==> src/rtl/binary_to_bcd_seq_pkg.sv <==
// Shared types, constants and sizing helper for the binary-to-BCD converter family.
package bin_conv_pkg;

  typedef enum logic [1:0] {
    S_IDLE  = 2'd0,
    S_SHIFT = 2'd1,
    S_DONE  = 2'd2
  } state_e;

  localparam logic [1:0] ST_IDLE  = S_IDLE;
  localparam logic [1:0] ST_SHIFT = S_SHIFT;
  localparam logic [1:0] ST_DONE  = S_DONE;

  localparam logic [3:0] BCD_ADJ_THRESH = 4'd5;
  localparam logic [3:0] BCD_ADJ_ADD    = 4'd3;

  // ceil(width * log10(2)) in fixed point: decimal digits needed for 2^width-1.
  function automatic int clog10_digits(input int width);
    return (width * 30103 + 99999) / 100000;
  endfunction

endpackage

==> src/rtl/binary_to_bcd_seq_digit_adj.sv <==
// Double-dabble digit correction: a digit of 5 or more gets +3 before the next shift.
module bcd_digit_adj
  import bin_conv_pkg::*;
(
  input  logic [3:0] i_digit,
  output logic [3:0] o_digit
);

  assign o_digit = (i_digit >= BCD_ADJ_THRESH) ? (i_digit + BCD_ADJ_ADD) : i_digit;

endmodule

==> src/rtl/binary_to_bcd_seq.sv <==
// Sequential double-dabble converter, one operand bit per clock, with start/busy/done
// handshake plus hex and octal views of the captured operand.
module binary_to_bcd_seq
  import bin_conv_pkg::*;
#(
  parameter  int WIDTH  = 8,
  parameter  int DIGITS = clog10_digits(WIDTH),
  localparam int HEXW   = 4 * ((WIDTH + 3) / 4),
  localparam int OCTW   = 3 * ((WIDTH + 2) / 3)
) (
  input  logic                  i_clk,
  input  logic                  i_rst,
  input  logic                  i_start,
  input  logic [WIDTH-1:0]      i_bin_in,
  output logic                  o_busy,
  output logic                  o_done,
  output logic [4*DIGITS-1:0]   o_bcd_out,
  output logic                  o_overflow,
  output logic [HEXW-1:0]       o_hex_out,
  output logic [OCTW-1:0]       o_oct_out
);

  localparam int CW = $clog2(WIDTH + 1);

  logic [1:0]          r_state;
  logic [WIDTH-1:0]    r_shift;
  logic [4*DIGITS-1:0] r_scratch;
  logic [CW-1:0]       r_count;
  logic                r_ovf_acc;
  logic                r_busy;
  logic                r_done;
  logic [4*DIGITS-1:0] r_bcd;
  logic                r_ovf;
  logic [HEXW-1:0]     r_hex;
  logic [OCTW-1:0]     r_oct;

  logic [4*DIGITS-1:0] w_adj;
  logic [4*DIGITS-1:0] w_scratch_next;
  logic                w_lost;

  for (genvar gi = 0; gi < DIGITS; gi++) begin : g_adj
    bcd_digit_adj u_adj (
      .i_digit (r_scratch[4*gi +: 4]),
      .o_digit (w_adj[4*gi +: 4])
    );
  end

  // Bit leaving the top digit is lost; it only matters when DIGITS is undersized.
  assign w_scratch_next = {w_adj[4*DIGITS-2:0], r_shift[WIDTH-1]};
  assign w_lost         = w_adj[4*DIGITS-1];

  always_ff @(posedge i_clk or posedge i_rst) begin
    if (i_rst) begin
      r_state   <= ST_IDLE;
      r_shift   <= '0;
      r_scratch <= '0;
      r_count   <= '0;
      r_ovf_acc <= 1'b0;
      r_busy    <= 1'b0;
      r_done    <= 1'b0;
      r_bcd     <= '0;
      r_ovf     <= 1'b0;
      r_hex     <= '0;
      r_oct     <= '0;
    end else begin
      case (r_state)
        ST_IDLE: begin
          if (i_start) begin
            r_shift   <= i_bin_in;
            r_scratch <= '0;
            r_count   <= CW'(WIDTH);
            r_ovf_acc <= 1'b0;
            r_hex     <= HEXW'(i_bin_in);
            r_oct     <= OCTW'(i_bin_in);
            r_busy    <= 1'b1;
            r_state   <= ST_SHIFT;
          end
        end
        ST_SHIFT: begin
          r_scratch <= w_scratch_next;
          r_shift   <= {r_shift[WIDTH-2:0], 1'b0};
          r_ovf_acc <= r_ovf_acc | w_lost;
          r_count   <= r_count - CW'(1);
          if (r_count == CW'(1)) begin
            r_bcd   <= w_scratch_next;
            r_ovf   <= r_ovf_acc | w_lost;
            r_done  <= 1'b1;
            r_state <= ST_DONE;
          end
        end
        ST_DONE: begin
          r_done  <= 1'b0;
          r_busy  <= 1'b0;
          r_state <= ST_IDLE;
        end
        default: begin
          r_state <= ST_IDLE;
        end
      endcase
    end
  end

  assign o_busy     = r_busy;
  assign o_done     = r_done;
  assign o_bcd_out  = r_bcd;
  assign o_overflow = r_ovf;
  assign o_hex_out  = r_hex;
  assign o_oct_out  = r_oct;

endmodule

==> config.mk <==
export PLATFORM = sky130hd
export DESIGN_NAME = binary_to_bcd_seq
export DESIGN_NICKNAME = d
export VERILOG_FILES = /design/src/rtl/binary_to_bcd_seq_pkg.sv /design/src/rtl/binary_to_bcd_seq_digit_adj.sv /design/src/rtl/binary_to_bcd_seq.sv
export SDC_FILE = /design/constraint.sdc
export NUM_CORES = 1
export LEC_CHECK = 0
export BUFFER_PORTS_ARGS = -buffer_cell sky130_fd_sc_hd__buf_2
export CAP_MARGIN = 20
export CELL_PAD_IN_SITES_DETAIL_PLACEMENT = 0
export CELL_PAD_IN_SITES_GLOBAL_PLACEMENT = 1
export CORE_MARGIN = 3
export CORE_UTILIZATION = 29
export DETAILED_ROUTE_END_ITERATION = 12
export PLACE_DENSITY_LB_ADDON = 0.1
export SYNTH_ARGS = -nofsm -noshare
export SYNTH_HDL_FRONTEND = slang
export SYNTH_SLANG_ARGS = --single-unit
==> constraint.sdc <==
create_clock -name i_clk -period 1.7 [get_ports i_clk]
set_input_delay 0.085 -clock i_clk [delete_from_list [all_inputs] [get_ports i_clk]]
set_output_delay 0.085 -clock i_clk [all_outputs]
set_load 0.01 [all_outputs]
==> flow_summary.toml, run 1 <==
[cells_and_area]
fillCellCount = 830
antennaDiodeCount = 0
multi_input_area_um2 = 972.2
fin_util_pct = 35.83
nets = 285
seq_area_um2 = 1251
synthToLayoutAreaGrowth_pct = 17.52
drive_gt1_share_pct = 38.20

[power]
power.internal_mw = 3.330
p_clk_share_pct = 15.3
worst_ir_drop_vdd_v = 0.0005261
comb_power_share_pct = 45.8
swShare_pct = 39.73
p_leak_nw = 1.301
p_sw_mw = 2.195
pwr-share-seq_pct = 38.9
power.density_nw_per_um2 = 1965

[synth]
ys_seq_area_share_pct = 52.30
syn_area_um2 = 2392
async_flop_share_pct = 100.0
synth_seq_cells = 50
syn-instance-count = 226
synth_edf_count = 0
synthFlopType = "dfrtp_1"
yosysWarnings = 0
synth_fp_nets = 245
syn_area_per_cell_um2 = 10.59
synth_cell_types = 32

[detailed_routing]
via_per_inst = 4.545
dr.pass1.iters = 4
ant_nets = 0
num_vias = 1677
dr.first_iter.drc_count = 72
drt_wl_total_mm = 4.782
wl_per_cell_um = 12.96
drcViolationCount = 0

[setup_path]
slowest_stage = "dfrtp_1"
rrSetupSlack_ps = 100
crit_buf_inv = 1
path_class = "register to register"
start_kind = "register"
crit_start = "r_scratch[4]"
crit_chain = "inv_1, ha_2, nand2b_1, a21oi_2, mux2_2, o22ai_1"
cp_top_family = "flip-flops"
r2r-start = "r_scratch[4]"
critPathMaxFanout = 4
worstSetupEndpointType = "register"
cp_data_required_time_ps = 1930
cp_slowest_stage_delay_ps = 420
worst_ep_arrival_time_ps = 1830

[grt]
grt.total_usage_pct = 10.97
grt_pass1_wl_mm = 8.376
grt_start_max_net_pins = 51
grt_pass1_vias = 1661
grt-ovfl-total = 0
antenna_found_initial = 0

[cts]
htree_levels = 2
cts_buffers = 5
clk_pin_slew_ps = 90
clkLatencyLatePin_ps = 310
cts_sinks = 50
cts_tree = "done"
cts-root-buf = "clkbuf_8"
cts_max_path_buffers = 2

[sta]
fmax_mhz = 624.2
rsz0062_at_grt = "false"
fin_crit_sh_pct = 94.23
period_minus_slack_ps = 1602
setup_viol = 0
slew_violations = 0
worst_pin_slew_ps = 547.9
hold_slack_ps = 16.87
finClkSkew_ps = 4.011
maxSlewHeadroom_pct = 63.44
fin_setup_tns_ps = 0
finalHoldViolCount = 0

[placed_design]
dp_hpwl_mm = 3.271
gp_congestion = 0.7314
port_buffers = 41

[floorplanning]
die_area_um2 = 9375
pin_count = 43
die_y_um = 96.83
rows = 32
core_area_um2 = 7848
initial_core_util_pct = 30.48
fp.dieW_um = 96.83

[flow_run]
cap_viol_max_count = 0

[status]
status = "complete, no violations"

[min_path]
hold_start = "i_bin_in[0]"
hp-class = "input port to register"
## cells in the final DEF, fill, tap and decap left out, drive strengths merged, types with 2 or more instances in the layout
cell type,synthesis,routed
buf,19,51
dfrtp,50,50
nand2,44,44
o21ai,22,22
inv,12,12
mux2,11,11
o22ai,10,10
a21oi,8,8
ha,8,8
a22oi,7,7
nor2,6,6
clkbuf,0,5
nor3b,5,5
nand2b,4,4
a31oi,4,4
nor3,4,4
xnor2,3,3
or3b,2,2
clkinv,0,2
## logic make-up (layout without fill, tap and decap cells)
group,Yosys count,in the layout,share of synthesized area [%]
muxes,11,11,5.178
adders and majority gates,8,8,4.184
buffers and inverters,31,72,8.211
xor gates and xnor gates,3,3,1.099
DFF,50,50,52.30
other,1,1,0.1568
and+or+nand+nor,67,67,14.12
AOI/OAI and AO/OA,55,55,14.75
## worst register-to-register path, stage by stage, from the launching register on
cell	delay, ps
dfrtp_1	420
inv_1	100
ha_2	210
nand2b_1	80
a21oi_2	170
mux2_2	370
o22ai_1	160
## sequential cells by signal (all words and copies together) (netlist names)
name / flops
o_busy: 1
o_overflow: 1
o_oct_out: 8
o_bcd_out: 12
r_scratch: 12
r_count: 4
r_state: 2
o_done: 1
r_ovf_acc: 1
r_shift: 8
## cells in the mapped netlist (2+ instances only)
library cell / instances / area share (%)
nand2_2: 9 / 2.4
o21ai_2: 8 / 2.9
o22ai_1: 10 / 2.6
o21ai_0: 12 / 2.5
buf_6: 3 / 1.4
ha_1: 8 / 4.2
a21oi_1: 8 / 1.7
mux2_2: 11 / 5.2
a22oi_1: 7 / 2.2
xnor2_1: 3 / 1.1
nor3_1: 4 / 0.84
buf_2: 4 / 0.84
nand2_1: 35 / 5.5
or3b_2: 2 / 0.73
a31oi_1: 4 / 1.0
nor3b_1: 3 / 0.94
nor2_1: 6 / 0.94
inv_1: 11 / 1.7
o21ai_1: 2 / 0.42
nand2b_1: 4 / 1.0
buf_4: 11 / 3.5
nor3b_2: 2 / 1.0
dfrtp_1: 50 / 52
## final timing paths
kind | to | depth (start not counted)
max in group asynchronous | o_bcd_out[9] | 4
worst min register to register | o_bcd_out[8] | 2
worst max-delay path | r_scratch[6] | 6
worst min-delay path | r_shift[0] | 2
worst max register to register | r_scratch[6] | 6
min in group asynchronous | o_oct_out[6] | 4
## through the flow
stage / worst slack [ps] / instance area, um2 / std cells / power [mW]
3_5_place_dp: -38.02 / 2660 / 359 / 4.690
4_1_cts: 6.302 / 2785 / 368 / 5.563
5_1_grt: 0.2602 / 2811 / 369 / 6.074
6_report: 98.03 / 2811 / 369 / 5.525
3_3_place_gp: 19.56 / 2660 / 359 / 4.670
2_1_floorplan: 174.3 / 2392 / 226 / 4.030
## power groups by stage
stage	clock, mW	combinational (mW)	sequential (mW)
2_1_floorplan	0	1.81	2.23
3_3_place_gp	0	2.52	2.15
3_5_place_dp	0	2.52	2.17
4_1_cts	0.880	2.53	2.15
5_1_grt	0.939	2.89	2.25
6_report	0.845	2.53	2.15
## cell type report
class | count | share of cell area (%)
Clock inverter | 3 | 1.424
Sequential cell | 50 | 44.50
Timing Repair Buffer | 52 | 10.90
Tap cell | 102 | 4.539
Inverter | 12 | 1.602
Multi-Input combinational cell | 145 | 34.58
Clock buffer | 5 | 2.448
## timing repair
action                     in CTS  in global routing
resized for setup               2                  7
setup endpoints to repair       3                 14
hold buffers                    1                  0
cloned                          0                  0
hold endpoints to repair       50                  0
setup buffers                   0                  1
pin swaps                       0                  3
## per-layer routing
layer	share of wire, %	GRT usage [%]	wire [um]	vias to the layer above
met5	0	0	0	-
met1	47	14.78	2235	785
met4	1.2	3.240	59	0
met2	47	17.25	2268	36
li1	-	-	-	851
met3	4.6	2.956	218	5
Power figures use the tool's default switching activity.
==> run 2, diff against run 1 <==
CORE_ASPECT_RATIO = 2   (was not set)
==> flow_summary.toml, run 2 (same netlist as run 1, synthesis figures left out) <==
[status]
status = "complete, no violations"

[cts]
post_cts_buffers = 0
cts_buffers = 5
htree_levels = 2
cts_max_path_buffers = 2
clk_pin_slew_ps = 60
cts-root-buf = "clkbuf_16"
cts_tree = "done"
clkLatencyLatePin_ps = 290
cts_sinks = 50

[grt]
grt-ovfl-total = 0
grt.total_usage_pct = 11.72
grt_start_max_net_pins = 33
grt_pass1_wl_mm = 8.576
antenna_found_initial = 0
grt_pass1_vias = 1711

[sta]
finClkSkew_ps = 4.164
setup_viol = 0
slew_violations = 0
rsz0062_at_grt = "false"
fin_crit_sh_pct = 94.07
fmax_mhz = 625.3
hold_slack_ps = 30.35
finalHoldViolCount = 0
fin_setup_tns_ps = 0
period_minus_slack_ps = 1599

[setup_path]
cp_data_required_time_ps = 1910
crit_chain = "inv_1, ha_2, nand2b_1, a21oi_2, mux2_2, o22ai_1"
worst_ep_arrival_time_ps = 1810
worstSetupEndpointType = "register"
critPathMaxFanout = 4
slowest_stage = "dfrtp_1"
cp_slowest_stage_delay_ps = 390
cp_top_family = "flip-flops"
crit_buf_inv = 1
path_class = "register to register"
start_kind = "register"

[detailed_routing]
drt_wl_total_mm = 5.177
num_vias = 1680
via_per_inst = 4.667
ant_nets = 0
wl_per_cell_um = 14.38
drcViolationCount = 0
dr.first_iter.drc_count = 28
dr.pass1.iters = 4

[floorplanning]
core_area_um2 = 8000
pin_count = 43
initial_core_util_pct = 29.90
die_area_um2 = 9441
fp.dieW_um = 70.23
rows = 46
die_y_um = 134.4

[placed_design]
place_inst = 352
dp_hpwl_mm = 3.796
gp_congestion = 0.7871
place_area_um2 = 2670
port_buffers = 41

[cells_and_area]
design_area_um2 = 2831
fin_cells = 360
nets = 283
antennaDiodeCount = 0
synthToLayoutAreaGrowth_pct = 18.36
drive_gt1_share_pct = 35.98
final_cell_mix = "50 x dfrtp_1, 41 x buf_2, 35 x nand2_1"
layout_commonest_cell = "dfrtp_1"

[power]
p_leak_nw = 1.305
power.density_nw_per_um2 = 2006
power.total_mw = 5.679
worst_ir_drop_vdd_v = 0.0008394

[flow_run]
cap_viol_max_count = 0

[min_path]
hp-class = "input port to register"
run 2: worst paths after layout:
kind	start	endpoint	depth (start not counted)	slack [ps]
max reg2reg	r_scratch[0]	r_scratch[2]	6	100
min in group asynchronous	i_rst	o_done	3	340
min	i_bin_in[0]	r_shift[0]	2	30
max in group asynchronous	i_rst	o_bcd_out[2]	4	830
max	r_scratch[0]	r_scratch[2]	6	100
min reg2reg	r_shift[5]	r_shift[5]	2	470
run 2: worst register-to-register path: cells and delay by family (launching register included):
family	cells	cell delay, ps
buf+inv	1	120
simple gates	1	80
flops	1	390
fa+ha+maj	1	220
mux	1	370
compound gates	2	330
run 2: metrics by stage:
step | util, % | setup WS (ps)
final | 35.39 | 100.7
after global routing | 35.39 | 18.87
after CTS | 35.16 | 22.97
after detailed placement | 33.38 | 25.81
after global placement | 33.38 | 71.23
after floorplan | - | 174.3
run 2: final cells by class:
| type | count | area, um2 |
|---|---|---|
| Fill cell | 832 | 5169 |
| Sequential cell | 50 | 1251 |
| Multi-Input combinational cell | 145 | 969.7 |
| Timing Repair Buffer | 50 | 312.8 |
| Clock buffer | 7 | 132.6 |
| Tap cell | 96 | 120.1 |
| Inverter | 12 | 45.04 |
run 2: what timing repair did:
item / in CTS / in global routing
hold buffers: 1 / 0
setup endpoints to repair: 0 / 6
gates resized for setup: 0 / 6
hold endpoints to repair: 18 / 0
run 2: report_power, final:
group          switching, mW  total [mW]  internal (mW)
logic                   1.39        2.57           1.17
registers              0.417        2.16           1.74
clock network          0.413       0.953          0.539
run 2: per-layer routing:
| layer | vias up | track usage (%) | share of wire, % |
|---|---|---|---|
| met1 | 804 | 12.67 | 39 |
| met5 | - | 0 | 0 |
| met2 | 26 | 21.45 | 56 |
| li1 | 844 | - | - |
| met3 | 6 | 2.476 | 2.9 |
| met4 | 0 | 5.117 | 2.1 |
==> run 3, diff against run 2 <==
ABC_AREA = 1   (was not set)
SLEW_MARGIN = 20   (was not set)
clock period = 1.6 ns   (was 1.7 ns; I/O delays follow)
==> flow_summary.toml, run 3 <==
[cells_and_area]
synthToLayoutAreaGrowth_pct = 19.10
final_cell_mix = "98 x nand2_1, 50 x dfrtp_1, 41 x buf_2"
nets = 328
drive_gt1_share_pct = 20.00
fillCellCount = 820
fin_cells = 404
antennaDiodeCount = 0
layout_commonest_cell = "nand2_1"
fin_util_pct = 36.11

[sta]
finalHoldViolCount = 0
period_minus_slack_ps = 1474
fin_crit_sh_pct = 92.11
slew_violations = 0
setup_viol = 0
worst_slack_ps = 126.2
fmax_mhz = 678.5
fin_setup_tns_ps = 0
rsz0062_at_grt = "false"
finClkSkew_ps = 6.874

[setup_path]
start_kind = "register"
crit_start = "r_scratch[4]"
crit_path_end = "r_scratch[5]"
critPathMaxFanout = 6
cp_data_required_time_ps = 1830
worst-path-stages = 8
rr_endpoint = "r_scratch[5]"
crit_chain = "inv_1, ha_1, inv_1, o21ai_0, nand2_1, nand2_1, nand3_1, nand2_1"
cp_top_family = "flip-flops"
path_class = "register to register"
r2r_cells = 8
crit_buf_inv = 2
r2r-start = "r_scratch[4]"
cp_slowest_stage_delay_ps = 440
slowest_stage = "dfrtp_1"
worstSetupEndpointType = "register"
rrSetupSlack_ps = 130
path_common_cell = "nand2_1"
worst_ep_arrival_time_ps = 1700

[placed_design]
place_inst = 395
preCtsSetupSlack_ps = 115.7
gp_congestion = 0.7800
dp_hpwl_mm = 3.870
port_buffers = 41

[floorplanning]
fp.dieW_um = 69.50
rows = 45
initial_core_util_pct = 30.32
die_y_um = 133.0
pin_count = 43
core_area_um2 = 7714
die_area_um2 = 9242

[synth]
yosysTopAreaCell = "dfrtp_1"
yosysMostFrequentCell = "nand2_1"
synth_cell_types = 22
syn-instance-count = 269
yosysWarnings = 0
synth_seq_cells = 50
async_flop_share_pct = 100.0
syn_area_um2 = 2338
synth.area.top_cells = "dfrtp_1 54%, nand2_1 16%, nand3_1 6.4%"
syn_area_per_cell_um2 = 8.693
synthFlopType = "dfrtp_1"
synth_top_area_share_pct = 53.50
ys_seq_area_share_pct = 53.50
synth_fp_nets = 288
synth_commonest_cells = "98 x nand2_1, 50 x dfrtp_1, 30 x nand3_1"
synth_edf_count = 0

[cts]
cts-root-buf = "clkbuf_16"
cts_tree = "done"
cts_buffers = 5
post_cts_buffers = 0
htree_levels = 2
clk_pin_slew_ps = 70
cts_sinks = 50
cts_max_path_buffers = 2
clkLatencyLatePin_ps = 290

[grt]
grt_pass1_vias = 1855
met1_usage_pct = 13.31
grt_start_max_net_pins = 51
busiest_layer = "met2"
grt.total_usage_pct = 12.64
grt_pass1_wl_mm = 9.094
met3_usage_pct = 2.586
antenna_found_initial = 0
grt-ovfl-total = 0
grt.met2_usage_pct = 23.62

[power]
swShare_pct = 41.13
power.internal_mw = 3.584
p_sw_mw = 2.504
p_leak_nw = 1.499
power.density_nw_per_um2 = 2186
p_clk_share_pct = 19.8
worst_ir_drop_vdd_v = 0.0008984
comb_power_share_pct = 43.5
pwr-share-seq_pct = 36.7

[detailed_routing]
drt_wl_total_mm = 5.455
dr.first_iter.drc_count = 99
ant_nets = 0
wl_per_cell_um = 13.50
dr.pass1.iters = 4
drcViolationCount = 0
via_per_inst = 4.540
num_vias = 1834

[status]
status = "complete, no violations"

[flow_run]
cap_viol_max_count = 0

[min_path]
hp-class = "input port to register"
==> run 3: cell count changes after synthesis, moves of 7 or more <==
cell	change
nand2_1	+63
nand3_1	+30
inv_1	+11
mux2_2	-11
nand2_2	-9
o21ai_0	+8
o21ai_2	-8
a22oi_1	-7
==> run 3: what timing repair did <==
action / 4_1_cts / 5_1_grt
gates resized for setup: 0 / 1
hold buffers: 1 / 0
setup endpoints to repair: 0 / 3
endpoints found under the hold margin: 50 / 0
==> run 3: power groups by stage <==
stage | Clock, mW | Combinational, mW | Sequential (mW)
floorplan | 0 | 1.88 | 2.31
global placement | 0 | 2.70 | 2.26
detailed placement | 0 | 2.72 | 2.26
CTS | 1.26 | 2.73 | 2.25
global route | 1.30 | 3.06 | 2.32
finish | 1.21 | 2.65 | 2.24
==> run 3: metrics by stage <==
step                hold slack [ps]  instance area [um2]  total power, mW
floorplan                     207.9                 2338            4.191
global placement              151.0                 2613            4.957
detailed placement            154.0                 2613            4.979
CTS                           5.670                 2785            6.236
global route                  32.67                 2785            6.678
finish                        10.47                 2785            6.088
==> run 3: layout make-up <==
type | count | area, um2 | area share [%]
repair buffers | 47 | 277.8 | 9.973
clock inverters | 1 | 30.03 | 1.078
inverters | 27 | 108.9 | 3.908
clock buffers | 7 | 132.6 | 4.762
flip-flops and latches | 50 | 1251 | 44.92
well taps | 94 | 117.6 | 4.223
multi-input cells | 178 | 867.1 | 31.13
==> run 3: tightest hold or removal path: cells and delay by family <==
family | cells | cell delay, ps
buf+inv | 1 | 70
simple gates | 2 | 110
==> run 3: layer usage <==
metal | share of wire, % | vias up | routed length, um
met4 | 1.9 | 0 | 106
met5 | 0 | - | 0
met1 | 39 | 866 | 2125
met3 | 3.2 | 6 | 176
li1 | - | 933 | -
met2 | 56 | 29 | 3047
==> run 3: cells by family after synthesis <==
| family | share of synthesized area [%] |
|---|---|
| adders and majority gates | 4.281 |
| buffers and inverters | 9.417 |
| AOI/OAI and AO/OA | 7.705 |
| other | 0.1604 |
| and+or+nand+nor | 24.93 |
| DFF | 53.50 |
==> run 3: how the worst min path moves through the flow <==
stage / startpoint / endpoint / slack (ps) / depth (start not counted)
final: i_bin_in[0] / o_oct_out[0] / 10 / 3
after floorplan: i_bin_in[0] / o_oct_out[0] / 210 / 2
after CTS: i_bin_in[2] / o_oct_out[2] / 6 / 3
after global placement: i_rst / o_bcd_out[2] / 150 / 3
after global routing: i_bin_in[1] / o_oct_out[1] / 30 / 3
after detailed placement: i_rst / o_oct_out[3] / 150 / 3
